## src/rtl/chan_sel_pkg.sv

```systemverilog
// Shared encodings and constants for the channel-select multiplexer.
package chan_sel_pkg;

  typedef enum logic {
    MODE_FIXED = 1'b0,
    MODE_RR    = 1'b1
  } mode_e;

  localparam int unsigned CNT_W = 16;

endpackage

```

## src/rtl/chan_sel_mux_rr_pick.sv

```systemverilog
// Round-robin picker: first asserted request at or above ptr, wrapping from N-1 to 0.
module rr_pick #(
  parameter int unsigned N  = 4,
  parameter int unsigned SW = $clog2(N)
) (
  input  logic [N-1:0]  req,
  input  logic [SW-1:0] ptr,
  output logic [N-1:0]  gnt,
  output logic [SW-1:0] idx,
  output logic          found
);

  logic [2*N-1:0] req2;
  logic [2*N-1:0] rot;
  int unsigned    pos;

  always_comb begin
    req2  = {req, req};
    // Doubling the vector lets a plain right shift implement the wrap-around search.
    rot   = req2 >> ptr;
    found = 1'b0;
    idx   = '0;
    gnt   = '0;
    pos   = 0;
    for (int unsigned i = 0; i < N; i++) begin
      if (!found && rot[i]) begin
        found = 1'b1;
        pos   = 32'(ptr) + i;
        if (pos >= N) pos = pos - N;
        idx   = SW'(pos);
      end
    end
    for (int unsigned j = 0; j < N; j++) begin
      gnt[j] = found && (SW'(j) == idx);
    end
  end

endmodule

```

## src/rtl/chan_sel_mux.sv

```systemverilog
// N-channel select/arbitrate mux with a one-entry registered output stage.
// Optional CHAN_SEL_MUX_CNT_EN adds a saturating count of completed output handshakes.
module chan_sel_mux
  import chan_sel_pkg::*;
#(
  parameter int unsigned NCH   = 4,
  parameter int unsigned WIDTH = 8,
  parameter int unsigned SW    = $clog2(NCH)
) (
  input  logic                 clk,
  input  logic                 rst,
  input  logic [NCH*WIDTH-1:0] a,
  input  logic [NCH-1:0]       a_valid,
  output logic [NCH-1:0]       a_ready,
  input  logic                 mode,
  input  logic [SW-1:0]        s,
  output logic [WIDTH-1:0]     y,
  output logic                 y_valid,
  input  logic                 y_ready,
  output logic [SW-1:0]        y_ch
`ifdef CHAN_SEL_MUX_CNT_EN
  ,
  output logic [CNT_W-1:0]     xfer_cnt
`endif
);

  localparam logic [SW:0] NCH_L = (SW+1)'(NCH);

  logic             free;
  logic             grant;
  logic             is_rr;
  logic             cand_ok;
  logic             cand_valid;
  logic [SW-1:0]    cand;
  logic [SW-1:0]    rr_ptr;
  logic [SW-1:0]    rr_idx;
  logic             rr_found;
  logic [NCH-1:0]   rr_gnt;
  logic [WIDTH-1:0] gdata;

  rr_pick #(
    .N  (NCH),
    .SW (SW)
  ) u_rr_pick (
    .req   (a_valid),
    .ptr   (rr_ptr),
    .gnt   (rr_gnt),
    .idx   (rr_idx),
    .found (rr_found)
  );

  always_comb begin
    free       = ~y_valid | y_ready;
    is_rr      = (mode_e'(mode) == MODE_RR);
    cand       = '0;
    cand_ok    = 1'b0;
    cand_valid = 1'b0;
    gdata      = '0;
    if (is_rr) begin
      cand    = rr_idx;
      cand_ok = rr_found;
    end else begin
      cand    = s;
      cand_ok = ({1'b0, s} < NCH_L);
    end
    for (int unsigned i = 0; i < NCH; i++) begin
      if (SW'(i) == cand) begin
        cand_valid = a_valid[i];
        gdata      = a[i*WIDTH +: WIDTH];
      end
    end
    // Gating with rst keeps a_ready low for the whole reset pulse.
    grant = cand_ok & cand_valid & free & ~rst;
    a_ready = '0;
    for (int unsigned i = 0; i < NCH; i++) begin
      a_ready[i] = grant && (is_rr ? rr_gnt[i] : (SW'(i) == cand));
    end
  end

  always_ff @(posedge clk or posedge rst) begin
    if (rst) begin
      y       <= '0;
      y_ch    <= '0;
      y_valid <= 1'b0;
      rr_ptr  <= '0;
    end else begin
      if (grant) begin
        y       <= gdata;
        y_ch    <= cand;
        y_valid <= 1'b1;
      end else if (y_ready) begin
        y_valid <= 1'b0;
      end
      if (grant && is_rr) begin
        rr_ptr <= (cand == SW'(NCH-1)) ? '0 : cand + SW'(1);
      end
    end
  end

`ifdef CHAN_SEL_MUX_CNT_EN
  always_ff @(posedge clk or posedge rst) begin
    if (rst) begin
      xfer_cnt <= '0;
    end else if (y_valid && y_ready && (xfer_cnt != '1)) begin
      xfer_cnt <= xfer_cnt + CNT_W'(1);
    end
  end
`endif

endmodule

```

## config.mk

```make
export PLATFORM = sky130hd
export DESIGN_NAME = chan_sel_mux
export DESIGN_NICKNAME = d
export VERILOG_FILES = /design/src/rtl/chan_sel_pkg.sv /design/src/rtl/chan_sel_mux_rr_pick.sv /design/src/rtl/chan_sel_mux.sv
export SDC_FILE = /design/constraint.sdc
export NUM_CORES = 1
export LEC_CHECK = 0
export ABC_AREA = 1
export BUFFER_PORTS_ARGS = -buffer_cell sky130_fd_sc_hd__clkbuf_2
export CORE_MARGIN = 2
export CORE_UTILIZATION = 50
export DETAILED_ROUTE_END_ITERATION = 12
export PLACE_DENSITY = 0.85
export RECOVER_POWER = 25
export SYNTH_ARGS = -nofsm -noshare
export SYNTH_HDL_FRONTEND = slang
export SYNTH_SLANG_ARGS = --single-unit
```

## constraint.sdc

```tcl
create_clock -name clk -period 4.23 [get_ports clk]
set_input_delay 0.2115 -clock clk [delete_from_list [all_inputs] [get_ports clk]]
set_output_delay 0.2115 -clock clk [all_outputs]
set_load 0.02 [all_outputs]
```

==> results of run 1 <==
==> kinds of logic after synthesis <==
group	Yosys count	share of synthesized area, %
simple gates	105	38.2
compound gates	44	18.3
buf+inv	28	12.1
flops	13	25.9
fa+ha+maj	4	3.98
xor+xnor	1	0.697
mux	1	0.797
==> report_power, final <==
part | internal [mW] | switching [mW] | total (mW)
Sequential | 0.184 | 0.0555 | 0.239
Clock | 0.0366 | 0.0475 | 0.0842
Combinational | 0.283 | 0.541 | 0.824
Total | 0.504 | 0.644 | 1.15
==> layer usage <==
layer / up-vias / track usage (%) / share of wire [%]
met5: - / 0 / 0
li1: 745 / - / -
met4: 0 / 8.33 / 1.4
met1: 614 / 30.7 / 45
met2: 48 / 40.8 / 49
met3: 5 / 1.94 / 4.5
==> registers in the layout, indices dropped and copies added (netlist names) <==
register  cells
rr_ptr        2
y             8
y_ch          2
y_valid       1
==> area by class of cell <==
class	count	area (sq um)	share of cell area, %
Inverter	19	81.3	5.28
Timing Repair Buffer	57	290	18.8
Clock buffer	4	26.3	1.71
Sequential cell	13	325	21.1
Multi-Input combinational cell	155	779	50.6
Tap cell	30	37.5	2.44
==> cells in the mapped netlist <==
library cell / number / share of area [%]
a21oi_1: 12 / 4.8
buf_2: 2 / 0.80
buf_4: 1 / 0.60
buf_6: 4 / 3.6
clkbuf_1: 2 / 0.60
clkinv_1: 1 / 0.30
clkinv_4: 1 / 0.70
dfrtp_1: 13 / 26
ha_1: 4 / 4.0
inv_1: 12 / 3.6
inv_2: 4 / 1.2
inv_6: 1 / 0.70
mux2i_1: 1 / 0.80
nand2_1: 59 / 18
nand2_2: 7 / 3.5
nand2_4: 1 / 0.90
nand3_1: 14 / 5.6
nand3_2: 4 / 3.2
nand3b_1: 1 / 0.60
nand4_1: 3 / 1.5
nor2_1: 13 / 3.9
nor2_2: 3 / 1.5
o211ai_1: 1 / 0.60
o21ai_0: 18 / 7.2
o21ai_1: 10 / 4.0
o21ai_2: 1 / 0.70
o22ai_1: 1 / 0.50
o31ai_1: 1 / 0.60
xnor2_1: 1 / 0.70
==> metrics by stage <==
stage	hold WS [ns]	cells	instance area (sq um)	worst slack (ns)
finish	0.113	278	1540	0.461
global route	0.120	278	1540	0.0807
CTS	0.113	278	1540	0.530
detailed placement	0.268	273	1500	0.860
global placement	0.248	273	1500	0.907
floorplan	0.0942	196	1260	1.44
==> worst paths after layout <==
path / startpoint / to / cells after the start
worst max-delay path: rr_ptr[0] / a_ready[0] / 18
worst min-delay path: y_ready / y_valid / 2
worst max register to register: rr_ptr[0] / rr_ptr[0] / 17
worst min register to register: y[2] / y[2] / 2
max in group asynchronous: rst / y[0] / 3
min in group asynchronous: rst / y_ch[0] / 3
==> worst reg2reg max path: stages, from the launching register on <==
cell	delay, ns
dfrtp_1	0.61
nand2_1	0.16
nand3_2	0.13
nand2_4	0.07
nor2_2	0.12
nand2_1	0.06
nand2_1	0.06
nand3_1	0.08
nand2_1	0.11
nand2_1	0.09
nand2_2	0.09
ha_1	0.39
a21oi_1	0.13
o31ai_1	0.26
nand2_2	0.32
nor2_2	0.27
nand2_1	0.07
o22ai_1	0.14
==> parameters.txt, run 1 <==
Parameter                              Value

Clock network
  Clock tree from TritonCTS    done
  Sinks on Clock Net    13
  Htree depth    1
  CTS clk-pin slew, worst paths    ~0.1 ns
  Hold-fix buffer count after cts    1
  Root Driver    clkbuf_4
  Clock insertion delay at the later pin of the skew report    0.29 ns
  Clock buffers created by TritonCTS    3
  Number of buffers inserted to repair setup after CTS    0
  Maximum number of buffers from clock root to sink    2
  Quantity of gates resized following cts    0

Global routing
  Sum of overflow across all layers after global routing    0
  Pin count of the biggest net entering global routing    25
  Number of global-route vias before repair    1215
  Total GRT Usage    23.7%
  Initial antenna violation count    0
  First-pass GRT wire length    5110 um

Critical path
  Sum of buffers and inverters on the critical path    2
  Reg2Reg Setup Slack    1.01 ns
  Arr. time, crit path    3.56 ns
  Highest fanout seen on the critical path    24
  Kind of end point of the critical path    output port
  Worst Setup Path Type    register to output port
  Critical path data required time    4.02 ns
  Critical Path, Cell by Cell    nand2_1, nand3_2, nand2_4, nor2_2, nand2_1, nand2_1, nand3_1, nand2_1, nand2_1, nand2_2, ha_1, a21oi_1, o31ai_1, nand2_2, inv_1, o211ai_1, nor2_1, clkbuf_2
  Most frequent cell on the critical path    nand2_1
  Cell with the largest stage delay on the worst path    dfrtp_1
  Nature of the critical path startpoint    register
  Kind of cell adding the most delay to the critical path    simple AND/OR/NAND/NOR gates
  Max incr delay on CP    0.61 ns

Timing
  TNS Setup    0 ns
  Number of endpoints failing setup at the final stage    0
  Unrepaired setup endpoints after global routing    no
  Max Clk Rate    265 MHz
  Final worst path period share    between 80 and 90%
  Period minus WS final    3.77 ns
  Max transition margin    63.9%
  Hold Fails Final Rpt    0
  Number of max-slew violations in the final report    0
  Largest clock skew in the final design    ~0.014 ns
  Pin slew with the least headroom to its limit    ~0.54 ns

Min path
  Type of the most critical hold path    primary input to register

Floorplan
  Core box area    2430 sq um
  Initial standard-cell utilization of the core    51.6%
  Die outline width    54.1 um
  Die height    around 54 um
  Die area    2930 sq um
  Site row count    18
  Number of primary I/O pins    57

Place
  Number of input and output port buffers inserted    56
  Hpwl dp    2400 um
  Gpl congestion    0.812

Logic synthesis
  Cell area after synthesis    1260 sq um
  Post-Syn Instances    196
  Register area share after synthesis    between 20 and 30%
  Number of storage elements in the synthesis netlist    13
  Count of synthesis-stage warnings from yosys    0
  Net count after synthesis    ~240
  Syn Area/Cell    6.41 sq um
  Distinct cell type count of the synthesized netlist    29

Detailed routing
  Number of nets with antenna violations after detailed routing    0
  Number of search-and-repair iterations in the first detailed-routing pass    4
  Final routed DRC violation total    0
  Via density per instance    5.08
  Final Routed Wirelength    roughly 3200 um
  Vias    roughly 1400
  Initial detailed-routing violation count    39
  Average wire per cell in the routed design    11.4 um

Outcome
  Outcome    finished clean

Layout
  Share of layout cells above drive strength 1    32.7%
  Final core utilization    a little over three fifths
  Fin nets    between 200 and 300
  Most frequent standard cell in the layout excluding fill and tap cells    nand2_1
  Layout area overhead    22.6%
  Commonest cells after routing, fill and taps aside    nand2_1, clkbuf_2, o21ai_0, nand3_1
  Antenna Diode Count    0
  Fillcell total    230

Power and ir drop
  Maximum vdd ir drop    0.411 mV
  Standby leakage power    between 0.8 and 0.9 nW
  Ratio of total power to cell area    745 nW/um^2
  Power after layout    between 1 and 1.5 mW

Job
  Max-cap viol count    0
Power figures use the tool's default switching activity.
==> inputs of run 2 (changes only) <==
Settings changed: CORE_ASPECT_RATIO from default to 0.5, CORE_UTILIZATION 50 to 42, PLACE_DENSITY 0.85 to 0.77.
Clock period 4.23 ns to 3.2 ns, I/O delays scaled along.
==> parameters.txt, run 2 (synthesis results as in run 1) <==
Parameter                              Value

Outcome
  Outcome    finished clean (unchanged)

Place
  Gpl congestion    0.873 (was 0.812)
  Placed Area    1540 sq um (was 1500 sq um)
  Hpwl dp    2740 um (was 2400 um)
  Inst Count DP    283 (was 273)
  Number of input and output port buffers inserted    56 (unchanged)

Critical path
  Reg2Reg Setup Slack    0.49 ns (was 1.01 ns)
  Worst Setup Path Type    register to output port (unchanged)
  Kind of end point of the critical path    output port (unchanged)
  Arr. time, crit path    2.80 ns (was 3.56 ns)
  Max incr delay on CP    0.46 ns (was 0.61 ns)
  Nature of the critical path startpoint    register (unchanged)
  Critical Path, Cell by Cell    buf_2, nand2_1, nand3_1, nand2_1, inv_1, nor2_2, nand3b_1, nand2_1, nand2_2, nand2_2, inv_2, ha_1, o31ai_2, nand2_2, inv_1, o211ai_1, nor2_1, buf_2 (was nand2_1, nand3_2, nand2_4, nor2_2, nand2_1, nand2_1, nand3_1, nand2_1, nand2_1, nand2_2, ha_1, a21oi_1, o31ai_1, nand2_2, inv_1, o211ai_1, nor2_1, clkbuf_2)
  Setup crit end    a_ready[0] (unchanged)
  Critical path data required time    3.04 ns (was 4.02 ns)
  Launch point of the worst path    rr_ptr[0] (unchanged)
  Highest fanout seen on the critical path    6 (was 24)
  Cell with the largest stage delay on the worst path    dfrtp_2 (was dfrtp_1)
  Beginning of the worst register-to-register path    rr_ptr[0] (unchanged)
  Count of cells along the worst register-to-register path    18 (was 17)
  Capture point of the worst reg-to-reg path    rr_ptr[0] (unchanged)

Floorplan
  Initial standard-cell utilization of the core    46.2% (was 51.6%)
  Die area    3470 sq um (was 2930 sq um)
  Core box area    2720 sq um (was 2430 sq um)
  Site row count    13 (was 18)
  Die height    42.7 um (was 54.1 um)
  Number of primary I/O pins    57 (unchanged)
  Die outline width    81.3 um (was 54.1 um)

Detailed routing
  Sum of routed wire segments on met1    1490 um (was 1440 um)
  Final Routed Wirelength    3410 um (was 3170 um)
  Initial detailed-routing violation count    76 (was 39)
  Vias    1475 (was 1412)
  Number of nets with antenna violations after detailed routing    0 (unchanged)
  Final routed DRC violation total    0 (unchanged)
  Met2 wirelength from detailed routing    1700 um (was 1540 um)
  Top Layer Used    met4 (unchanged)
  Via density per instance    5.07 (was 5.08)
  Number of search-and-repair iterations in the first detailed-routing pass    4 (unchanged)
  DR WL met3    202 um (was 143 um)
  Average wire per cell in the routed design    11.7 um (was 11.4 um)

Min path
  Type of the most critical hold path    primary input to register (unchanged)

Global routing
  Total GRT Usage    21.7% (was 23.7%)
  Pin count of the biggest net entering global routing    21 (was 25)
  Sum of overflow across all layers after global routing    0 (unchanged)
  Initial antenna violation count    0 (unchanged)
  First-pass GRT wire length    5850 um (was 5110 um)
  Number of global-route vias before repair    1440 (was 1215)

Power and ir drop
  Ratio of total power to cell area    1010 nW/um^2 (was 745 nW/um^2)
  Standby leakage power    0.917 nW (was 0.879 nW)
  Maximum vdd ir drop    0.398 mV (was 0.411 mV)

Layout
  Fillcell total    260 (was 230)
  Final cell area excluding filler cells    1650 sq um (was 1540 sq um)
  Max FFs per register    8 (unchanged)
  Antenna Diode Count    0 (unchanged)
  Largest registers in the final layout    y: 8 flops, rr_ptr: 2 flops, y_ch: 2 flops (unchanged)
  Share of layout cells above drive strength 1    36.2% (was 32.7%)
  Register area    328 sq um (was 325 sq um)
  Register with the most flip-flops    y (unchanged)
  Layout area overhead    31.1% (was 22.6%)
  Fin nets    301 (was 295)
  Post-route non-filler standard cell count    291 (was 278)
  Commonest cells after routing, fill and taps aside    nand2_1, clkbuf_2, o21ai_0, nand3_1, nor2_1 (was nand2_1, clkbuf_2, o21ai_0, nand3_1)
  Most frequent standard cell in the layout excluding fill and tap cells    nand2_1 (unchanged)
  Area of the multi-input gates    812 sq um (was 779 sq um)

Timing
  Final worst path period share    92.5%
  Max Clk Rate    about 340 MHz
  Period minus WS final    between 2 and 3 ns
  Max transition margin    65.7% (was 63.9%)
  Hold Fails Final Rpt    0 (unchanged)
  Number of endpoints failing setup at the final stage    0 (unchanged)
  Largest clock skew in the final design    0.00312 ns (was 0.0141 ns)
  Worst Hold Margin    0.118 ns (was 0.113 ns)
  Number of max-slew violations in the final report    0 (unchanged)
  Pin slew with the least headroom to its limit    0.514 ns (was 0.541 ns)

Clock network
  Sinks on Clock Net    13 (unchanged)
  Clock buffers created by TritonCTS    3 (unchanged)
  Clock insertion delay at the later pin of the skew report    0.24 ns (was 0.29 ns)
  Root Driver    clkbuf_8 (was clkbuf_4)
  Maximum number of buffers from clock root to sink    2 (unchanged)
  Htree depth    1 (unchanged)
  CTS clk-pin slew, worst paths    0.05 ns (was 0.10 ns)
  Clock tree from TritonCTS    done (unchanged)

Job
  Max-cap viol count    0 (unchanged)
[run 2: how the worst min path moves through the flow]
stage / slack (ns) / end / startpoint / cells after the start
2_1_floorplan: 0.04 / rr_ptr[0] / rst / 1
3_3_place_gp: 0.18 / y[5] / rst / 2
3_5_place_dp: 0.19 / y[0] / rst / 2
4_1_cts: 0.11 / y_valid / y_ready / 2
5_1_grt: 0.16 / y_valid / y_ready / 2
6_report: 0.12 / y_valid / y_ready / 2
[run 2: what timing repair did]
action	4_1_cts	5_1_grt
hold endpoints to repair	13	0
endpoints found under the setup margin	2	4
pin swaps	0	2
hold buffers	1	0
setup buffers	0	3
gates resized for setup	2	10
[run 2: worst max-delay path: cells and delay by family (launching register included)]
family | cells | cell delay, ns
fa+ha+maj | 1 | 0.22
simple gates | 10 | 0.97
compound gates | 2 | 0.36
buf+inv | 5 | 0.56
flops | 1 | 0.46
[run 2: report_power, final]
part | switching [mW] | internal, mW
registers | 0.0667 | 0.246
logic | 0.760 | 0.436
clock network | 0.0583 | 0.0880
total | 0.885 | 0.770
[run 2: layer usage]
metal / track usage, % / vias to the layer above
met5: 0 / -
met4: 5.76 / 0
met3: 6.17 / 4
met2: 39.0 / 40
met1: 25.4 / 678
li1: - / 753
[run 2: per-stage QoR]
| stage | power, mW | util [%] | setup TNS (ns) | worst slack, ns |
|---|---|---|---|---|
| CTS | 1.59 | 58.7 | 0 | 0.0805 |
| finish | 1.66 | 60.6 | 0 | 0.241 |
| floorplan | 1.20 | - | 0 | 0.461 |
| global route | 1.84 | 60.6 | -0.0203 | -0.0173 |
| global placement | 1.40 | 56.5 | 0 | 0.284 |
| detailed placement | 1.43 | 56.5 | 0 | 0.130 |
[run 2: final cells by class]
class                   instances  share of cell area [%]
flip-flops and latches         13                    19.9
well taps                      37                    2.81
clock buffers                   4                    2.74
multi-input cells             155                    49.3
inverters                      19                    5.17
repair buffers                 63                    20.1
